===== src/rtl/wb_arbiter_if.sv =====
// Bus bundle for the register-file write-port arbiter.
// The master side is the pipeline/long-latency unit and observes the RF write.
// The slave side is the arbiter.
interface wb_arbiter_if #(
  parameter int DATA_W = 32,
  parameter int ADDR_W = 5,
  parameter int DEPTH  = 2
);
  localparam int CNT_W = $clog2(DEPTH) + 1;

  logic              pipe_we;
  logic [ADDR_W-1:0] pipe_addr;
  logic [DATA_W-1:0] pipe_data;
  logic              lu_valid;
  logic [ADDR_W-1:0] lu_addr;
  logic [DATA_W-1:0] lu_data;
  logic              lu_ready;
  logic              pipe_stall;
  logic              rf_we;
  logic [ADDR_W-1:0] rf_addr;
  logic [DATA_W-1:0] rf_data;
  logic [CNT_W-1:0]  fifo_count;

  modport master (
    output pipe_we, pipe_addr, pipe_data, lu_valid, lu_addr, lu_data,
    input  lu_ready, pipe_stall, rf_we, rf_addr, rf_data, fifo_count
  );

  modport slave (
    input  pipe_we, pipe_addr, pipe_data, lu_valid, lu_addr, lu_data,
    output lu_ready, pipe_stall, rf_we, rf_addr, rf_data, fifo_count
  );
endinterface


===== src/rtl/wb_arbiter.sv =====
// Register-file write-port arbiter: pipeline writebacks have priority, and
// long-latency results wait in a small FIFO. A head that has waited MAX_WAIT
// pipeline-won cycles forces a one-cycle pipeline stall. Writes to r0 are
// discarded and buffered results superseded by newer pipeline writes are killed.
// Optional feature: define WB_ARB_BYPASS_EN to let an LU result go straight to
// the register file when the FIFO is empty and the pipeline is not writing.
module wb_arbiter #(
  parameter int DATA_W   = 32,
  parameter int ADDR_W   = 5,
  parameter int DEPTH    = 2,
  parameter int MAX_WAIT = 4
) (
  input  logic         clk,
  input  logic         rst,
  wb_arbiter_if.slave  bus
);
  localparam int PTR_W  = $clog2(DEPTH);
  localparam int CNT_W  = $clog2(DEPTH) + 1;
  localparam int WAIT_W = $clog2(MAX_WAIT + 1);
  localparam logic [CNT_W-1:0]  FULL_CNT = CNT_W'(DEPTH);
  localparam logic [WAIT_W-1:0] WAIT_LIM = WAIT_W'(MAX_WAIT);

  typedef enum logic [2:0] {
    GNT_IDLE,
    GNT_FORCED,
    GNT_PIPE,
    GNT_FIFO,
    GNT_BYPASS
  } grant_e;

  logic              r_valid [DEPTH];
  logic [ADDR_W-1:0] r_addr  [DEPTH];
  logic [DATA_W-1:0] r_data  [DEPTH];
  logic [PTR_W-1:0]  r_rd_ptr;
  logic [PTR_W-1:0]  r_wr_ptr;
  logic [CNT_W-1:0]  r_count;
  logic [WAIT_W-1:0] r_wait_cnt;
  logic              r_rf_we;
  logic [ADDR_W-1:0] r_rf_addr;
  logic [DATA_W-1:0] r_rf_data;

  logic              w_empty;
  logic              w_lu_ready;
  logic              w_force;
  logic              w_pipe_req;
  logic              w_lu_req;
  logic              w_push;
  logic              w_pop;
  logic [CNT_W-1:0]  w_count_nxt;
  grant_e            w_grant;

  assign w_empty    = (r_count == '0);
  assign w_lu_ready = (r_count != FULL_CNT);
  assign w_force    = (r_wait_cnt == WAIT_LIM) && !w_empty;
  assign w_pipe_req = bus.pipe_we && (bus.pipe_addr != '0);
  assign w_lu_req   = bus.lu_valid && w_lu_ready && (bus.lu_addr != '0);

  assign bus.lu_ready   = w_lu_ready;
  assign bus.pipe_stall = w_force;
  assign bus.rf_we      = r_rf_we;
  assign bus.rf_addr    = r_rf_addr;
  assign bus.rf_data    = r_rf_data;
  assign bus.fifo_count = r_count;

  // Pick this cycle's owner of the write port in strict priority order.
  always_comb begin
    w_grant = GNT_IDLE;
    if (w_force) begin
      w_grant = GNT_FORCED;
    end else if (w_pipe_req) begin
      w_grant = GNT_PIPE;
    end else if (!w_empty) begin
      w_grant = GNT_FIFO;
    end
`ifdef WB_ARB_BYPASS_EN
    else if (w_lu_req) begin
      w_grant = GNT_BYPASS;
    end
`endif
  end

  // FIFO push/pop decisions; an LU result for the register the pipeline is
  // writing in the same cycle is already stale and is never enqueued.
  always_comb begin
    w_pop  = (w_grant == GNT_FORCED) || (w_grant == GNT_FIFO);
    w_push = w_lu_req && (w_grant != GNT_BYPASS) &&
             !((w_grant == GNT_PIPE) && (bus.lu_addr == bus.pipe_addr));
    w_count_nxt = r_count + CNT_W'(w_push) - CNT_W'(w_pop);
  end

  // FIFO storage, starvation counter and registered register-file write.
  always_ff @(posedge clk) begin
    if (rst) begin
      for (int unsigned i = 0; i < DEPTH; i++) begin
        r_valid[PTR_W'(i)] <= 1'b0;
        r_addr[PTR_W'(i)]  <= '0;
        r_data[PTR_W'(i)]  <= '0;
      end
      r_rd_ptr   <= '0;
      r_wr_ptr   <= '0;
      r_count    <= '0;
      r_wait_cnt <= '0;
      r_rf_we    <= 1'b0;
      r_rf_addr  <= '0;
      r_rf_data  <= '0;
    end else begin
      r_count <= w_count_nxt;

      if (w_pop) begin
        r_rd_ptr <= r_rd_ptr + PTR_W'(1);
      end

      // Kill buffered results superseded by this pipeline write; the push
      // below targets a free slot, so its later assignment cannot revive one.
      if (w_grant == GNT_PIPE) begin
        for (int unsigned i = 0; i < DEPTH; i++) begin
          if (r_addr[PTR_W'(i)] == bus.pipe_addr) begin
            r_valid[PTR_W'(i)] <= 1'b0;
          end
        end
      end

      if (w_push) begin
        r_valid[r_wr_ptr] <= 1'b1;
        r_addr[r_wr_ptr]  <= bus.lu_addr;
        r_data[r_wr_ptr]  <= bus.lu_data;
        r_wr_ptr          <= r_wr_ptr + PTR_W'(1);
      end

      if (w_pop || (w_count_nxt == '0)) begin
        r_wait_cnt <= '0;
      end else if ((w_grant == GNT_PIPE) && !w_empty) begin
        r_wait_cnt <= r_wait_cnt + WAIT_W'(1);
      end

      case (w_grant)
        GNT_FORCED, GNT_FIFO: begin
          r_rf_we   <= r_valid[r_rd_ptr];
          r_rf_addr <= r_addr[r_rd_ptr];
          r_rf_data <= r_data[r_rd_ptr];
        end
        GNT_PIPE: begin
          r_rf_we   <= 1'b1;
          r_rf_addr <= bus.pipe_addr;
          r_rf_data <= bus.pipe_data;
        end
        GNT_BYPASS: begin
          r_rf_we   <= 1'b1;
          r_rf_addr <= bus.lu_addr;
          r_rf_data <= bus.lu_data;
        end
        default: begin
          r_rf_we <= 1'b0;
        end
      endcase
    end
  end
endmodule

===== src/flat_wrapper.sv =====
// flat-port wrapper written by rule: the top's interface ports become plain ports
module wb_arbiter_flat 
#(
  parameter int DATA_W   = 32,
  parameter int ADDR_W   = 5,
  parameter int DEPTH    = 2,
  parameter int MAX_WAIT = 4
)
  (clk, rst, bus_pipe_we, bus_pipe_addr, bus_pipe_data, bus_lu_valid, bus_lu_addr, bus_lu_data, bus_lu_ready, bus_pipe_stall, bus_rf_we, bus_rf_addr, bus_rf_data, bus_fifo_count);
  wb_arbiter_if #(.DATA_W(DATA_W), .ADDR_W(ADDR_W), .DEPTH(DEPTH)) bus_i ();
  input  logic clk;
  input  logic rst;
  input wire logic [$bits(bus_i.pipe_we)-1:0] bus_pipe_we;
  input wire logic [$bits(bus_i.pipe_addr)-1:0] bus_pipe_addr;
  input wire logic [$bits(bus_i.pipe_data)-1:0] bus_pipe_data;
  input wire logic [$bits(bus_i.lu_valid)-1:0] bus_lu_valid;
  input wire logic [$bits(bus_i.lu_addr)-1:0] bus_lu_addr;
  input wire logic [$bits(bus_i.lu_data)-1:0] bus_lu_data;
  output wire logic [$bits(bus_i.lu_ready)-1:0] bus_lu_ready;
  output wire logic [$bits(bus_i.pipe_stall)-1:0] bus_pipe_stall;
  output wire logic [$bits(bus_i.rf_we)-1:0] bus_rf_we;
  output wire logic [$bits(bus_i.rf_addr)-1:0] bus_rf_addr;
  output wire logic [$bits(bus_i.rf_data)-1:0] bus_rf_data;
  output wire logic [$bits(bus_i.fifo_count)-1:0] bus_fifo_count;
  assign bus_i.pipe_we = bus_pipe_we;
  assign bus_i.pipe_addr = bus_pipe_addr;
  assign bus_i.pipe_data = bus_pipe_data;
  assign bus_i.lu_valid = bus_lu_valid;
  assign bus_i.lu_addr = bus_lu_addr;
  assign bus_i.lu_data = bus_lu_data;
  assign bus_lu_ready = bus_i.lu_ready;
  assign bus_pipe_stall = bus_i.pipe_stall;
  assign bus_rf_we = bus_i.rf_we;
  assign bus_rf_addr = bus_i.rf_addr;
  assign bus_rf_data = bus_i.rf_data;
  assign bus_fifo_count = bus_i.fifo_count;
  wb_arbiter #(.DATA_W(DATA_W), .ADDR_W(ADDR_W), .DEPTH(DEPTH), .MAX_WAIT(MAX_WAIT)) u_core (.clk(clk), .rst(rst), .bus(bus_i));
endmodule

===== config.mk =====
export PLATFORM = sky130hd
export DESIGN_NAME = wb_arbiter_flat
export DESIGN_NICKNAME = d
export VERILOG_FILES = /design/src/rtl/wb_arbiter_if.sv /design/src/rtl/wb_arbiter.sv /design/src/flat_wrapper.sv
export SDC_FILE = /design/constraint.sdc
export NUM_CORES = 1
export LEC_CHECK = 0
export ABC_CLOCK_PERIOD_IN_PS = 3000
export BUFFER_PORTS_ARGS = -buffer_cell sky130_fd_sc_hd__buf_2
export CORE_ASPECT_RATIO = 0.9
export CORE_MARGIN = 2
export CORE_UTILIZATION = 54
export DETAILED_ROUTE_END_ITERATION = 10
export GPL_ROUTABILITY_DRIVEN = 0
export PLACE_DENSITY_LB_ADDON = 0.08
export SETUP_SLACK_MARGIN = 0.4
export SYNTH_ARGS = -nofsm -noshare
export SYNTH_HDL_FRONTEND = slang
export SYNTH_SLANG_ARGS = --single-unit

===== constraint.sdc =====
create_clock -name clk -period 3 [get_ports clk]
set_input_delay 0.15 -clock clk [delete_from_list [all_inputs] [get_ports clk]]
set_output_delay 0.15 -clock clk [all_outputs]
set_load 0.005 [all_outputs]

# After elaboration in Yosys (flattened, before gate mapping)
# Memory sizes are Yosys's and may differ from the RTL's. A register that Yosys moved wholly into a read port is not among the register bits.
# Index checks and enable logic that the tools add are counted.
dict set report totals {
  ff_bits 45
  mem_bits_rw 76
  mem_count 3
}
# memory depth width rd rd_ports_with_merged_regs write_ports line_no
set mem_list {}
lappend mem_list {u_core.r_data 2 32 1 1 2 wb_arbiter.sv:33} ;# logic [DATA_W-1:0] r_data [DEPTH];
lappend mem_list {u_core.r_addr 2 5 3 1 2 wb_arbiter.sv:32} ;# logic [ADDR_W-1:0] r_addr [DEPTH];
lappend mem_list {u_core.r_valid 2 1 1 1 3 wb_arbiter.sv:31} ;# logic r_valid [DEPTH];
dict set report classes {
  addsub 5
  n_eq_ne 10
  mux 33
  bitwise_logic 2
  n_reduce_logical 22
}
# operator count
set op_table {}
lappend op_table {{$pmux W32 S3} 1}
lappend op_table {{$mux W32} 1}
lappend op_table {{$reduce_or A32 Y1} 1}
lappend op_table {{$mux W1} 25}
lappend op_table {{$eq A5 B5 Y1} 3}
lappend op_table {{$pmux W5 S3} 1}
lappend op_table {{$reduce_bool A5 Y1} 2}
lappend op_table {{$logic_and A1 B1 Y1} 8}
lappend op_table {{$eq A3 B2 Y1 const B} 2}
lappend op_table {{$eq A3 B3 Y1 const B} 2}
lappend op_table {{$mux W3} 2}
lappend op_table {{$reduce_or A2 Y1} 3}
lappend op_table {{$mux W5} 1}
lappend op_table {{$reduce_or A5 Y1} 1}
lappend op_table {{$logic_not A2 Y1} 2}
lappend op_table {{$add A3 B1 Y3 const B} 1}
lappend op_table {{$eq A3 B1 Y1 const B} 1}
lappend op_table {{$ne A3 B3 Y1 const B} 1}
lappend op_table {{$reduce_bool A3 Y1} 1}
lappend op_table {{$add A1 B1 Y1 const B} 2}
lappend op_table {{$add A2 B1 Y2} 1}
lappend op_table {{$logic_not A1 Y1} 2}
lappend op_table {{$logic_or A1 B1 Y1} 2}
lappend op_table {{$mux W2} 1}
lappend op_table {{4 further kinds} 5}

# Depth between registers and ports, before layout
dict set report depth {
  word_depth 13
  depth_mapped 11
  depth_no_buf 11
}

# Least setup slack after synthesis
# No wires, ideal clock.
dict set report synth_path {
  kind {input to register}
  start {in bus_pipe_addr[1]}
  end {mem u_core.r_addr[0][0] (enable)}
  setup_ns 0.393
  t_arrival_ns 2.180
  t_required_ns 2.607
  path_slack_ns 0.427
  cell_stages 5
  path_buffers 1
  path_cell_list {or4_4 > o211a_4 > a31oi_4 > buf_4 > a21o_1}
}
# item line_no
set synth_rtl {}
lappend synth_rtl {{start: declaration} flat_wrapper.sv:14} ;# input wire logic [$bits(bus_i.pipe_addr)-1:0] bus_pipe_addr;
lappend synth_rtl {{end: declaration} wb_arbiter.sv:32}

# Worst setup path in the final report
dict set report layout_path {
  start {reg u_core.r_wait_cnt[0]}
  end {reg u_core.r_wait_cnt[2]}
}
dict set report layout_via {
  elab_chain_cells 12
  elab_cells_between_ends 19
  classes_between {3 x add/sub; 5 x eq/ne; 1 x mux; 10 x reduce/logical}
}
# item line_no
set layout_rtl {}
lappend layout_rtl {{start: declaration} wb_arbiter.sv:37} ;# logic [WAIT_W-1:0] r_wait_cnt;
lappend layout_rtl {{start signal: assignment} wb_arbiter.sv:133} ;# r_wait_cnt <= r_wait_cnt + WAIT_W'(1);
lappend layout_rtl {{$eq A3 B3 Y1} wb_arbiter.sv:54} ;# assign w_force = (r_wait_cnt == WAIT_LIM) && !w_empty;
lappend layout_rtl {{$logic_and A1 B1 Y1} wb_arbiter.sv:54}
lappend layout_rtl {{$mux W3} wb_arbiter.sv:68} ;# if (w_force) begin
lappend layout_rtl {{$eq A3 B2 Y1} {wb_arbiter.sv:87, wb_arbiter.sv:132}}
lappend layout_rtl {{$logic_and A1 B1 Y1} wb_arbiter.sv:87} ;# !((w_grant == GNT_PIPE) && (bus.lu_addr == bus.pipe_addr));
lappend layout_rtl {{$logic_not A1 Y1} wb_arbiter.sv:87}
lappend layout_rtl {{$logic_and A1 B1 Y1} wb_arbiter.sv:86} ;# w_push = w_lu_req && (w_grant != GNT_BYPASS) &&
lappend layout_rtl {{$add A2 B1 Y2} wb_arbiter.sv:88} ;# w_count_nxt = r_count + CNT_W'(w_push) - CNT_W'(w_pop);
lappend layout_rtl {{$sub A2 B1 Y2} wb_arbiter.sv:88}
lappend layout_rtl {{$logic_not A2 Y1} wb_arbiter.sv:130} ;# if (w_pop || (w_count_nxt == '0)) begin
lappend layout_rtl {{$logic_or A1 B1 Y1} wb_arbiter.sv:130}
lappend layout_rtl {{$reduce_or A2 Y1 (no source line)} --}
# Several ways; a longest one is shown, not always the timed one.
# A chain may end at the register's enable or synchronous reset.

==> impl_metrics.env <==
export IMPL_status="complete, no violations"
export IMPL_critical_path_max_stage_delay_ns=0.32
export IMPL_end_kind="register"
export IMPL_initial_core_util=0.549
export IMPL_min_path_cells=3
export IMPL_hold_viol_final=0
export IMPL_port_buffers=119
export IMPL_synth_distinct_cells=45
export IMPL_async_flop_share=0
export IMPL_vdd_drop_max_mv=0.497
export IMPL_critPathSlowestCell="dfxtp_1"
export IMPL_fin_crit_ns=2.31
export IMPL_drive_above_1_share=0.404
export IMPL_required_ns=3.33
export IMPL_area_growth_syn_to_layout_pct=24.7
export IMPL_synth_top_cell_area_share=0.400
export IMPL_ctsHoldBuffers=0
export IMPL_io_pins=120
export IMPL_drt_iter0_drc=166
export IMPL_crit_start="u_core.r_wait_cnt[0]"
export IMPL_post_route_drc_count=0
export IMPL_syn_inst=415
export IMPL_htree_num_levels=4
export IMPL_grt_total_usage=0.228
export IMPL_rrSetupSlack_ns=0.69
export IMPL_rsz0062_at_grt="false"
export IMPL_crit_top_cell="ha_1"
export IMPL_cts_tree="built"
export IMPL_post_cts_resized=0
export IMPL_power_leakage_uw=0.00319
export IMPL_r2r_start="u_core.r_wait_cnt[0]"
export IMPL_ys_seq_area_frac=0.573
export IMPL_grt_max_degree=39
export IMPL_grt_pass1_wl_um=19500
export IMPL_cap_violations=0
export IMPL_num_rows=35
export IMPL_synthFlopType="edfxtp_1"
export IMPL_path_max_fanout=15
export IMPL_dpl_hpwl_um=8000
export IMPL_clock_sinks=122
export IMPL_clock_latency_ns=0.40
export IMPL_die_area_sq_um=11100
export IMPL_routedWlPerCell_um=18.0
export IMPL_globalRouteOverflowTotal=0
export IMPL_setup_violations=0
export IMPL_relSlewSlack=0.468
export IMPL_nNetsFinal=618
export IMPL_path_cells="inv_1, ha_1, o211ai_1, o211a_4, a31oi_4, buf_4, ha_1, xnor3_1, nor2_1, o221ai_1, a21oi_1"
export IMPL_startpoint_type="register"
export IMPL_crit_arrival_ns=2.63
export IMPL_fin_tns_setup_ns=0
export IMPL_die_h_um=100
export IMPL_clk_pin_slew_ns=0.06
export IMPL_vias=3784
export IMPL_cts_root_buf="clkbuf_16"
export IMPL_fin_crit_sh=0.769
export IMPL_cts_setup_buffers=0
export IMPL_num_fill_cells=758
export IMPL_whs_ns=0.0250
export IMPL_synth_area_top_cells="edfxtp_1 (40%), dfxtp_1 (17%), and3_1 (8.3%)"
export IMPL_ys_ff_latch=122
export IMPL_dr_pass1_iters=4
export IMPL_timing_fmax_mhz=433
export IMPL_hp_class="input port to register"
export IMPL_synth_nets=497
export IMPL_synth_warning_count=0
export IMPL_core_area_sq_um=10100
export IMPL_netlist_area_sq_um=5550
export IMPL_antenna_cells=0
export IMPL_endpoint="u_core.r_wait_cnt[2]"
export IMPL_worstMarginPinSlew_ns=0.795
export IMPL_grt_pass1_vias=3808
export IMPL_drt_total_wl_um=12200
export IMPL_cts_buffers=17
export IMPL_viasPerCell=5.58
export IMPL_clk_path_buf_depth=2
export IMPL_r2r_cells=11
export IMPL_power_density_nw_per_um2=809
export IMPL_synth_edff_count=74
export IMPL_crit_reg2reg_capture="u_core.r_wait_cnt[2]"
export IMPL_criticalPathCategory="register to register"
export IMPL_yosys_area_top_type="edfxtp_1"
export IMPL_clock_skew_ns=0.00954
export IMPL_power_total_uw=5610
export IMPL_syn_area_per_cell_sq_um=13.4
export IMPL_drv_slew=0
export IMPL_antenna_left=0
export IMPL_antenna_found_initial=0
export IMPL_die_x_um=111
## metal layers
metal  track usage  wire length, um  up-vias  share of wire
met5             0                0        -              0
met4        0.0769              135        0          0.011
met3        0.0525              474        8          0.039
met2         0.377             5960       97           0.49
met1         0.300             5620     1843           0.46
li1              -                -     1836              -
## cell type report
class,instances,area (sq um),share of cell area
tap,129,161,0.0233
clock buffer,18,429,0.0619
inverter,7,26.3,0.00379
multi-input combinational,253,2190,0.316
sequential,122,3180,0.460
timing repair buffer,135,741,0.107
clock inverter,14,196,0.0284
## registers in the layout (all words and copies together) (netlist names), named ones only
| register | flops |
|---|---|
| u_core.bus.rf_we | 1 |
| u_core.r_valid | 2 |
| u_core.r_wr_ptr | 1 |
| u_core.bus.rf_data | 32 |
| u_core.bus.fifo_count | 2 |
| u_core.r_wait_cnt | 3 |
| u_core.r_rd_ptr | 1 |
| u_core.r_data | 64 |
| u_core.bus.rf_addr | 5 |
| u_core.r_addr | 10 |
## placed cells by master (no fill, tap or decap), drive strengths merged, types with 5 or more instances in the layout
cell       n
clkbuf    18
xnor2      5
clkinv     6
o2bb2ai   37
and3      74
dfxtp     48
mux2      40
edfxtp    74
buf      135
nor2       6
mux2i     37
inv        9
xor2      11
## worst min-delay path by stage
stage                           start  slack, ns                      to
floorplan            bus_pipe_addr[1]       0.34   u_core.bus.rf_addr[1]
global placement    bus_pipe_data[24]       0.43  u_core.bus.rf_data[24]
detailed placement  bus_pipe_data[18]       0.44  u_core.bus.rf_data[18]
CTS                 bus_pipe_data[18]       0.02  u_core.bus.rf_data[18]
global route        bus_pipe_data[24]      0.009  u_core.bus.rf_data[24]
finish              bus_pipe_data[18]       0.03  u_core.bus.rf_data[18]
## cell families after synthesis
group / share of synthesized area
multiplexers: 0.148
XOR/XNOR: 0.0293
buffers and inverters: 0.0356
adder cells (fa/ha/maj): 0.00901
AND/OR/NAND/NOR: 0.108
flip-flops: 0.573
AO/OA/AOI/OAI: 0.0975
## power breakdown
part	internal, uW	leakage, uW	switching (uW)
Clock	1400	0.000299	754
Combinational	583	0.00171	611
Sequential	2110	0.00118	149
## per-stage QoR
step,instances,utilization,setup slack [ns],cell area (sq um)
3_5_place_dp,646,0.623,0.399,6300
3_3_place_gp,646,0.623,0.528,6300
4_1_cts,678,0.685,0.682,6930
6_report,678,0.685,0.692,6930
2_1_floorplan,415,-,0.427,5550
5_1_grt,678,0.685,0.539,6930
## cell usage after synthesis (2+ instances only)
cell,number
a21o_1,2
a21oi_1,3
a32o_1,2
and3_1,74
buf_2,6
buf_4,2
buf_6,3
clkbuf_1,13
clkbuf_2,8
dfxtp_1,48
edfxtp_1,74
ha_1,4
inv_1,7
mux2_2,40
mux2i_1,37
nand2_1,2
nand4_1,2
nor2_1,6
nor2b_1,3
nor3_1,3
o211ai_1,2
o21ai_0,2
o2bb2ai_1,35
o2bb2ai_2,2
xnor2_1,5
xor2_1,11
## critical path, delay by kind of cell, from the launching register on
kind                     cells  cell delay, ns
flip-flops                   1            0.32
AO/OA/AOI/OAI                5            0.91
buffers and inverters        2            0.34
adder cells (fa/ha/maj)      2            0.33
AND/OR/NAND/NOR              1            0.13
XOR/XNOR                     1            0.21
No activity file was read; power rests on OpenSTA's default activity.
